## src/rtl/uart_rx_deser_fifo.sv

```systemverilog
// UART receive deserializer: assembles 5..MAX_WIDTH-bit words LSB/MSB first
// and queues completed words in a small FIFO with a sticky overrun flag.
module uart_rx_deser_fifo #(
  parameter int MAX_WIDTH  = 9,
  parameter int FIFO_DEPTH = 4
) (
  input  logic                          CLK,
  input  logic                          RST,
  input  logic                          Frame_Start,
  input  logic                          Deser_En,
  input  logic                          Sampled_Bit,
  input  logic [3:0]                    Data_Len,
  input  logic                          Msb_First,
  input  logic                          Rd_En,
  input  logic                          Clr_Overrun,
  output logic [MAX_WIDTH-1:0]          P_DATA,
  output logic                          Data_Valid,
  output logic                          Word_Done,
  output logic                          Overrun,
  output logic [$clog2(FIFO_DEPTH):0]   Fifo_Count
);

  localparam int AW = $clog2(FIFO_DEPTH);
  localparam int CW = AW + 1;
  localparam int IW = $clog2(MAX_WIDTH);

  logic [3:0]           len;
  logic [3:0]           len_in;
  logic [3:0]           cnt;
  logic                 msb;
  logic                 armed;
  logic [MAX_WIDTH-1:0] sr;
  logic [MAX_WIDTH-1:0] sr_next;
  logic [IW-1:0]        idx;
  logic                 done;

  logic [MAX_WIDTH-1:0] mem [FIFO_DEPTH];
  logic [AW-1:0]        rd_ptr;
  logic [AW-1:0]        wr_ptr;
  logic [CW-1:0]        count;
  logic                 full;
  logic                 pop;
  logic                 wr;
  logic                 ovr_set;

  always_comb begin
    len_in = Data_Len;
    if (Data_Len < 4'd5)
      len_in = 4'd5;
    else if (Data_Len > 4'(MAX_WIDTH))
      len_in = 4'(MAX_WIDTH);
  end

  always_comb begin
    idx = msb ? IW'(len - 4'd1 - cnt) : IW'(cnt);
    sr_next = sr;
    sr_next[idx] = Sampled_Bit;
  end

  // Frame_Start has priority: a coincident bit is discarded.
  assign done = armed && Deser_En && !Frame_Start
             && (cnt == len - 4'd1);

  always_ff @(posedge CLK or negedge RST) begin
    if (!RST) begin
      len   <= 4'd8;
      msb   <= 1'b0;
      sr    <= '0;
      cnt   <= '0;
      armed <= 1'b0;
    end else if (Frame_Start) begin
      len   <= len_in;
      msb   <= Msb_First;
      sr    <= '0;
      cnt   <= '0;
      armed <= 1'b1;
    end else if (armed && Deser_En) begin
      sr  <= sr_next;
      cnt <= cnt + 4'd1;
      if (done)
        armed <= 1'b0;
    end
  end

  assign full    = (count == CW'(FIFO_DEPTH));
  assign pop     = Rd_En && (count != '0);
  assign wr      = done && (!full || pop);
  assign ovr_set = done && full && !pop;

  always_ff @(posedge CLK or negedge RST) begin
    if (!RST) begin
      for (int i = 0; i < FIFO_DEPTH; i++)
        mem[i] <= '0;
    end else if (wr) begin
      mem[wr_ptr] <= sr_next;
    end
  end

  always_ff @(posedge CLK or negedge RST) begin
    if (!RST) begin
      rd_ptr    <= '0;
      wr_ptr    <= '0;
      count     <= '0;
      Word_Done <= 1'b0;
      Overrun   <= 1'b0;
    end else begin
      if (wr)
        wr_ptr <= wr_ptr + AW'(1);
      if (pop)
        rd_ptr <= rd_ptr + AW'(1);
      count     <= count + CW'(wr) - CW'(pop);
      Word_Done <= done;
      if (ovr_set)
        Overrun <= 1'b1;
      else if (Clr_Overrun)
        Overrun <= 1'b0;
    end
  end

  assign Data_Valid = (count != '0);
  assign P_DATA     = Data_Valid ? mem[rd_ptr] : '0;
  assign Fifo_Count = count;

endmodule

```

## config.mk

```make
export PLATFORM = sky130hd
export DESIGN_NAME = uart_rx_deser_fifo
export DESIGN_NICKNAME = d
export VERILOG_FILES = /design/src/rtl/uart_rx_deser_fifo.sv
export SDC_FILE = /design/constraint.sdc
export NUM_CORES = 1
export LEC_CHECK = 0
export CAP_MARGIN = 40
export CELL_PAD_IN_SITES_DETAIL_PLACEMENT = 1
export CELL_PAD_IN_SITES_GLOBAL_PLACEMENT = 1
export CORE_MARGIN = 2
export CORE_UTILIZATION = 30
export CTS_CLUSTER_DIAMETER = 200
export DETAILED_ROUTE_END_ITERATION = 6
export PLACE_DENSITY = 0.56
export SLEW_MARGIN = 20
export SYNTH_ARGS = -nofsm -noshare
export SYNTH_HDL_FRONTEND = slang
export SYNTH_SLANG_ARGS = --single-unit
```

## constraint.sdc

```tcl
create_clock -name CLK -period 7.6 [get_ports CLK]
set_clock_uncertainty 0.2 [all_clocks]
set_input_delay 1.52 -clock CLK [delete_from_list [all_inputs] [get_ports CLK]]
set_output_delay 1.52 -clock CLK [all_outputs]
set_load 0.005 [all_outputs]
```

# [Word level (Yosys, flattened, before mapping)]
# Index checks and enable logic that the tools add are counted.
[word_totals] input_bits=12 output_inout_bits=15 regBits=64 word_cells=72
[classes] eq_ne=2 mux=22 magnitude_cmp=7 reduce_logical=18 addsub=7 bitwise=2
[op_table] operator="9-bit two-way mux" count=6
[op_table] operator="36-bit bitwise mux" count=1
[op_table] operator="4-bit two-way mux" count=5
[op_table] operator="9-bit binary-select mux with 2-bit select" count=1
[op_table] operator="9-bit demux with 2-bit select" count=1
[op_table] operator="9-bit bitwise mux" count=1
[op_table] operator="1-bit logical AND" count=9
[op_table] operator="3-bit >= comparator, second input constant" count=2
[op_table] operator="1-bit two-way mux" count=6
[op_table] operator="2-bit inverter with 3-bit output" count=2
[op_table] operator="2-bit nonzero test" count=3
[op_table] operator="4-bit by 5-bit < comparator with 1-bit output, second input constant" count=1
[op_table] operator="2-bit by 1-bit adder with 2-bit output, second input constant" count=2
[op_table] operator="4-bit by 1-bit adder with 4-bit output, second input constant" count=1
[op_table] operator="1-bit demux with 4-bit select" count=1
[op_table] operator="4-bit == test" count=1
[op_table] operator="4-bit by 1-bit >= comparator with 1-bit output, second input constant" count=1
[op_table] operator="4-bit greater-than comparator, second input constant" count=1
[op_table] operator="4-bit by 3-bit < comparator with 1-bit output, second input constant" count=1
[op_table] operator="4-bit by 1-bit subtractor with 4-bit output, second input constant" count=1
[op_table] operator="4-bit subtractor" count=1
[op_table] operator="3-bit by 1-bit adder with 3-bit output" count=1
[op_table] operator="3-bit == test, second input constant" count=1
[op_table] operator="1-bit logical NOT" count=3
[op_table] operator="other kinds (5)" count=5

# [Logic depth before layout (Yosys ltp)]
[logic_depth] depth_word=10 mapped_depth=14 depth_no_buf=14

# [Least setup slack after synthesis]
# OpenSTA, ideal clock, no wires.
[synth_timing] path_kind="in2reg" start="input port Rd_En" end="register count[2] (netlist: Fifo_Count[2])" stages=10 arrival_ns=3.417 t_required_ns=7.274 setup_time_ns=0.126 n_path_buf=1 setup_slack_ns=3.856 path_cell_list="or4b_2 -> clkbuf_1 -> nand2_1 -> ha_1 -> inv_1 -> ha_1 -> inv_1 -> fa_1 -> xnor2_1 -> xnor2_1"
[synth_between] elab_chain_cells=5
[synth_lines] item="start, declared" line_no="14" text="input logic Rd_En,"
[synth_lines] item="1-bit logical AND *" line_no="86" text="assign pop = Rd_En && (count != '0);"
[synth_lines] item="1-bit logical OR" line_no="87" text="assign wr = done && (!full || pop);"
[synth_lines] item="1-bit logical AND" line_no="87"
[synth_lines] item="3-bit by 1-bit adder with 3-bit output" line_no="111" text="count <= count + CW'(wr) - CW'(pop);"
[synth_lines] item="3-bit by 1-bit subtractor with 3-bit output *" line_no="111"
[synth_lines] item="end signal, assigned" line_no="111"
[synth_lines] item="end, declared" line_no="40" text="logic [CW-1:0] count;"
# Every way passes the cells marked *; elsewhere a longest branch is shown, timed or not.
# A chain may end at the register's enable or synchronous reset.

# [Worst setup path in the final report]
[layout_timing] start="register rd_ptr[0]" end="output port P_DATA[1]"
[layout_between] elab_chain_cells=5
[layout_lines] item="start, declared" line_no="38" text="logic [AW-1:0] rd_ptr;"
[layout_lines] item="start signal, assigned" line_no="110" text="rd_ptr <= rd_ptr + AW'(1);"
[layout_lines] item="2-bit inverter with 3-bit output (not written as such)" line_no="121" text="assign P_DATA = Data_Valid ? mem[rd_ptr] : '0;"
[layout_lines] item="9-bit binary-select mux with 2-bit select" line_no="121"
[layout_lines] item="9-bit two-way mux (not written as such) (2 in series)" line_no="121"
[layout_lines] item="9-bit two-way mux" line_no="121"
[layout_lines] item="end, declared" line_no="16" text="output logic [MAX_WIDTH-1:0] P_DATA,"
# Every way passes these cells. The select of a mux whose other input is x is not followed.

==> run_summary.xml <==
<?xml version="1.0" encoding="UTF-8"?>
<metrics>
  <group name="logic_synthesis">
    <metric name="adder_and_majority_gate_portion_of_the_synthesized_area" unit="%">4.80</metric>
    <metric name="synthMuxAreaShare" unit="%">12.9</metric>
    <metric name="flip_flop_cell_with_the_highest_count_after_synthesis" unit="">dfrtp_1</metric>
    <metric name="yosys.area_share.simple" unit="%">20.7</metric>
    <metric name="synthXorXnorAreaFrac" unit="%">3.51</metric>
    <metric name="yosys.area.top_type" unit="">dfrtp_1</metric>
    <metric name="synthesis_warnings" unit="">0</metric>
    <metric name="synth_area_leaders" unit="">dfrtp_1 43%, nand2_1 6.9%, mux4_2 5.5%, o21ai_0 4.5%, mux2_2 4.3%</metric>
    <metric name="mappedNetlistArea" unit="sq um">3700</metric>
    <metric name="commonest_cells_in_the_synthesized_netlist" unit="">68 x nand2_1, 63 x dfrtp_1, 33 x o21ai_0</metric>
    <metric name="synth_sequential_area_ratio" unit="%">43.3</metric>
    <metric name="post_synth_inst_count" unit="">385</metric>
    <metric name="postSynth.asyncResetShare" unit="%">100</metric>
    <metric name="synth-seq-cells" unit="">64</metric>
    <metric name="synth_top_family_by_area" unit="">simple AND/OR/NAND/NOR gates</metric>
    <metric name="synth_most_common_cell" unit="">nand2_1</metric>
    <metric name="synthesis.nets" unit="">410</metric>
    <metric name="number_of_enable_flip_flop_cells_after_synthesis" unit="">0</metric>
    <metric name="syn_area_per_cell" unit="sq um">9.62</metric>
    <metric name="share_of_yosys_cell_area_claimed_by_the_top_area_cell_type" unit="%">42.6</metric>
    <metric name="synth_compound_area_share" unit="%">11.3</metric>
    <metric name="netlist-cell-type-count" unit="">46</metric>
  </group>
  <group name="detailed_routing">
    <metric name="route.detailed.vias_per_inst" unit="">5.09</metric>
    <metric name="routed-via-count" unit="">2875</metric>
    <metric name="finalWirelength" unit="microns">9930</metric>
    <metric name="post-route-drc-count" unit="">0</metric>
    <metric name="drt-wirelength-per-cell" unit="microns">17.6</metric>
    <metric name="drtPass1Iterations" unit="">5</metric>
    <metric name="remaining_number_of_nets_flagged_by_the_antenna_check_after_routing" unit="">0</metric>
    <metric name="drt_iter0_markers" unit="">98</metric>
  </group>
  <group name="power">
    <metric name="clock_power_share" unit="%">35.6</metric>
    <metric name="power.combinational.fraction" unit="%">26.4</metric>
    <metric name="leakage" unit="nW">1.88</metric>
    <metric name="internal_power" unit="uW">794</metric>
    <metric name="vdd_drop_max" unit="V">0.000103</metric>
    <metric name="power.sequential.fraction" unit="%">38.0</metric>
    <metric name="p_sw_share" unit="%">31.9</metric>
    <metric name="power.switching" unit="uW">372</metric>
    <metric name="pwr_density_cell" unit="nW/um^2">262</metric>
  </group>
  <group name="clock_network">
    <metric name="cts.clk_slew.worst_paths" unit="ns">0.05</metric>
    <metric name="tritoncts" unit="">done</metric>
    <metric name="tritoncts_num_sinks" unit="">64</metric>
    <metric name="cts_setup_buffers" unit="">0</metric>
    <metric name="h-tree-depth" unit="">3</metric>
    <metric name="cts_repair_resize_count" unit="">0</metric>
    <metric name="cts-root-buf" unit="">clkbuf_16</metric>
    <metric name="cts-root-to-sink-buffers" unit="">2</metric>
    <metric name="clk-insertion-delay-late" unit="ns">0.33</metric>
    <metric name="numCtsBuffers" unit="">9</metric>
    <metric name="cts-hold-fix-buffers" unit="">0</metric>
  </group>
  <group name="layout">
    <metric name="num_antenna_cells" unit="">0</metric>
    <metric name="area.growth.synth_to_final" unit="%">20.1</metric>
    <metric name="stdcell_count" unit="">565</metric>
    <metric name="final_net_count" unit="">440</metric>
    <metric name="utilization" unit="%">37.0</metric>
    <metric name="design_area" unit="sq um">4450</metric>
    <metric name="drive_gt1_share" unit="%">12.7</metric>
  </group>
  <group name="timing">
    <metric name="setup_total_negative_slack" unit="ns">0</metric>
    <metric name="worst-slew-pin-transition" unit="ns">0.777</metric>
    <metric name="final_period_minus_worst_setup_slack" unit="ns">4.07</metric>
    <metric name="grt_setup_unrepaired" unit="">no</metric>
    <metric name="slew_violations" unit="">0</metric>
    <metric name="setup_viol" unit="">0</metric>
    <metric name="timing.fmax" unit="MHz">246</metric>
    <metric name="holdWs" unit="ns">0.273</metric>
    <metric name="final_min_period_over_clock_period" unit="%">53.6</metric>
    <metric name="hold_violations" unit="">0</metric>
    <metric name="slew_headroom" unit="%">47.9</metric>
  </group>
  <group name="global_routing">
    <metric name="gr-usage-all-layers" unit="%">16.8</metric>
    <metric name="grt_max_degree" unit="">42</metric>
    <metric name="grt_pass1_vias" unit="">3057</metric>
    <metric name="global_route.overflow_total" unit="">0</metric>
    <metric name="global_route_wire_length_before_repair" unit="microns">16900</metric>
    <metric name="antenna_violations_before_repair" unit="">0</metric>
  </group>
  <group name="flow_run">
    <metric name="max-cap-violations" unit="">0</metric>
  </group>
  <group name="critical_path">
    <metric name="path_max_fanout" unit="">11</metric>
    <metric name="worstPathArrival" unit="ns">2.35</metric>
    <metric name="crit-reg2reg-launch" unit="">len[0]</metric>
    <metric name="worst_setup_path_startpoint" unit="">rd_ptr[0]</metric>
    <metric name="required_worst_endpoint" unit="ns">5.88</metric>
    <metric name="critical_path.endpoint" unit="">P_DATA[1]</metric>
    <metric name="timing.rr.end" unit="">Fifo_Count[2]</metric>
    <metric name="timing.reg2reg.setup_slack" unit="ns">3.85</metric>
    <metric name="cp-end-kind" unit="">output port</metric>
    <metric name="ff2ff_path_depth" unit="">14</metric>
    <metric name="startpoint_type" unit="">flip-flop</metric>
    <metric name="critical_path_class" unit="">reg -&gt; out</metric>
  </group>
  <group name="die">
    <metric name="core" unit="sq um">12000</metric>
    <metric name="die_outline_height" unit="microns">115</metric>
    <metric name="number_of_placement_rows" unit="">40</metric>
    <metric name="io_pins" unit="">27</metric>
    <metric name="die_width" unit="microns">115</metric>
    <metric name="initial_core_util" unit="%">30.8</metric>
    <metric name="design.die.area" unit="sq um">13300</metric>
  </group>
  <group name="placement">
    <metric name="gp_congestion" unit="">0.768</metric>
    <metric name="numPortBuffers" unit="">26</metric>
    <metric name="detailedPlacementHpwl" unit="microns">7260</metric>
    <metric name="placed_cells" unit="">551</metric>
    <metric name="placed_area" unit="sq um">4150</metric>
  </group>
  <group name="status">
    <metric name="outcome" unit="">complete, no violations</metric>
  </group>
  <group name="hold_path">
    <metric name="timing.hold.worst.class" unit="">reg -&gt; reg</metric>
  </group>
</metrics>
-- layer usage --
layer	wire length [microns]	track usage (%)	up-vias
met5	0	0	-
met4	191	6.10	0
met3	242	3.32	11
met2	4630	26.9	37
met1	4860	22.6	1417
li1	-	-	1410
-- through the flow --
stage,power (mW),worst slack (ns)
floorplan,0.643,3.86
global placement,0.754,3.29
detailed placement,0.765,3.21
CTS,1.19,3.44
global route,1.24,3.28
finish,1.17,3.53
-- power groups by stage --
stage / Clock, mW / Combinational (mW) / Sequential, mW
after floorplan: 0 / 0.231 / 0.412
after global placement: 0 / 0.303 / 0.451
after detailed placement: 0 / 0.313 / 0.453
after CTS: 0.428 / 0.314 / 0.447
after global routing: 0.441 / 0.347 / 0.453
final: 0.416 / 0.308 / 0.443
-- kinds of logic (layout without fill, tap and decap cells) --
| family | Yosys count | after routing |
|---|---|---|
| AOI/OAI and AO/OA | 67 | 67 |
| xor gates and xnor gates | 14 | 14 |
| adders and majority gates | 13 | 13 |
| buffers and inverters | 32 | 65 |
| DFF | 64 | 64 |
| muxes | 34 | 34 |
| and+or+nand+nor | 161 | 161 |
-- final cells by class --
type                       count  area [sq um]
sequential                    64          1600
tap                          147           184
fill                        1393          7560
timing repair buffer          35           333
multi-input combinational    289          1970
clock inverter                 3          42.5
inverter                      16          60.1
clock buffer                  11           253
-- layout by cell type (no fill, tap or decap), types with 2 or more instances in the layout --
cell type,synthesis,layout
a21oi_1,5,5
xnor2_1,9,9
and2_1,11,11
fa_1,2,2
buf_2,2,5
ha_1,11,11
o21ai_0,33,33
nor2_1,24,24
and3b_1,2,2
o211ai_1,5,5
a221o_1,2,2
nand2_1,68,68
inv_1,16,16
mux2i_1,9,9
nor4_1,3,3
o32a_1,3,3
clkdlybuf4s50_1,0,25
nand2b_1,13,13
o31ai_1,12,12
dfrtp_1,63,63
a21o_1,2,2
nand3_1,13,13
xor2_1,4,4
buf_4,1,4
mux4_2,9,9
clkbuf_16,0,9
mux2_2,14,14
nor3b_1,2,2
clkbuf_8,0,2
or3_1,6,6
nor3_1,7,7
nand4_1,6,6
-- sequential cells by signal, summed over array words and instances, names as in the netlist, 2 cells and up --
register	flops
sr	9
mem	36
Fifo_Count	3
wr_ptr	2
cnt	4
rd_ptr	2
len	4
-- critical path: stages (launching register included) --
cell	delay [ns]
dfrtp_1	0.80
mux4_2	0.58
and2_1	0.18
clkdlybuf4s50_1	0.44
-- how the worst min path moves through the flow --
stage / to / from / cells after the start / slack, ns
6_report: mem[24] / mem[24] / 2 / 0.27
5_1_grt: mem[0] / mem[0] / 2 / 0.31
4_1_cts: mem[11] / mem[11] / 2 / 0.28
3_5_place_dp: mem[11] / mem[11] / 2 / 0.27
3_3_place_gp: mem[9] / mem[9] / 2 / 0.26
2_1_floorplan: mem[14] / mem[14] / 2 / 0.24
Note: power is estimated with default switching activity, not from simulation.
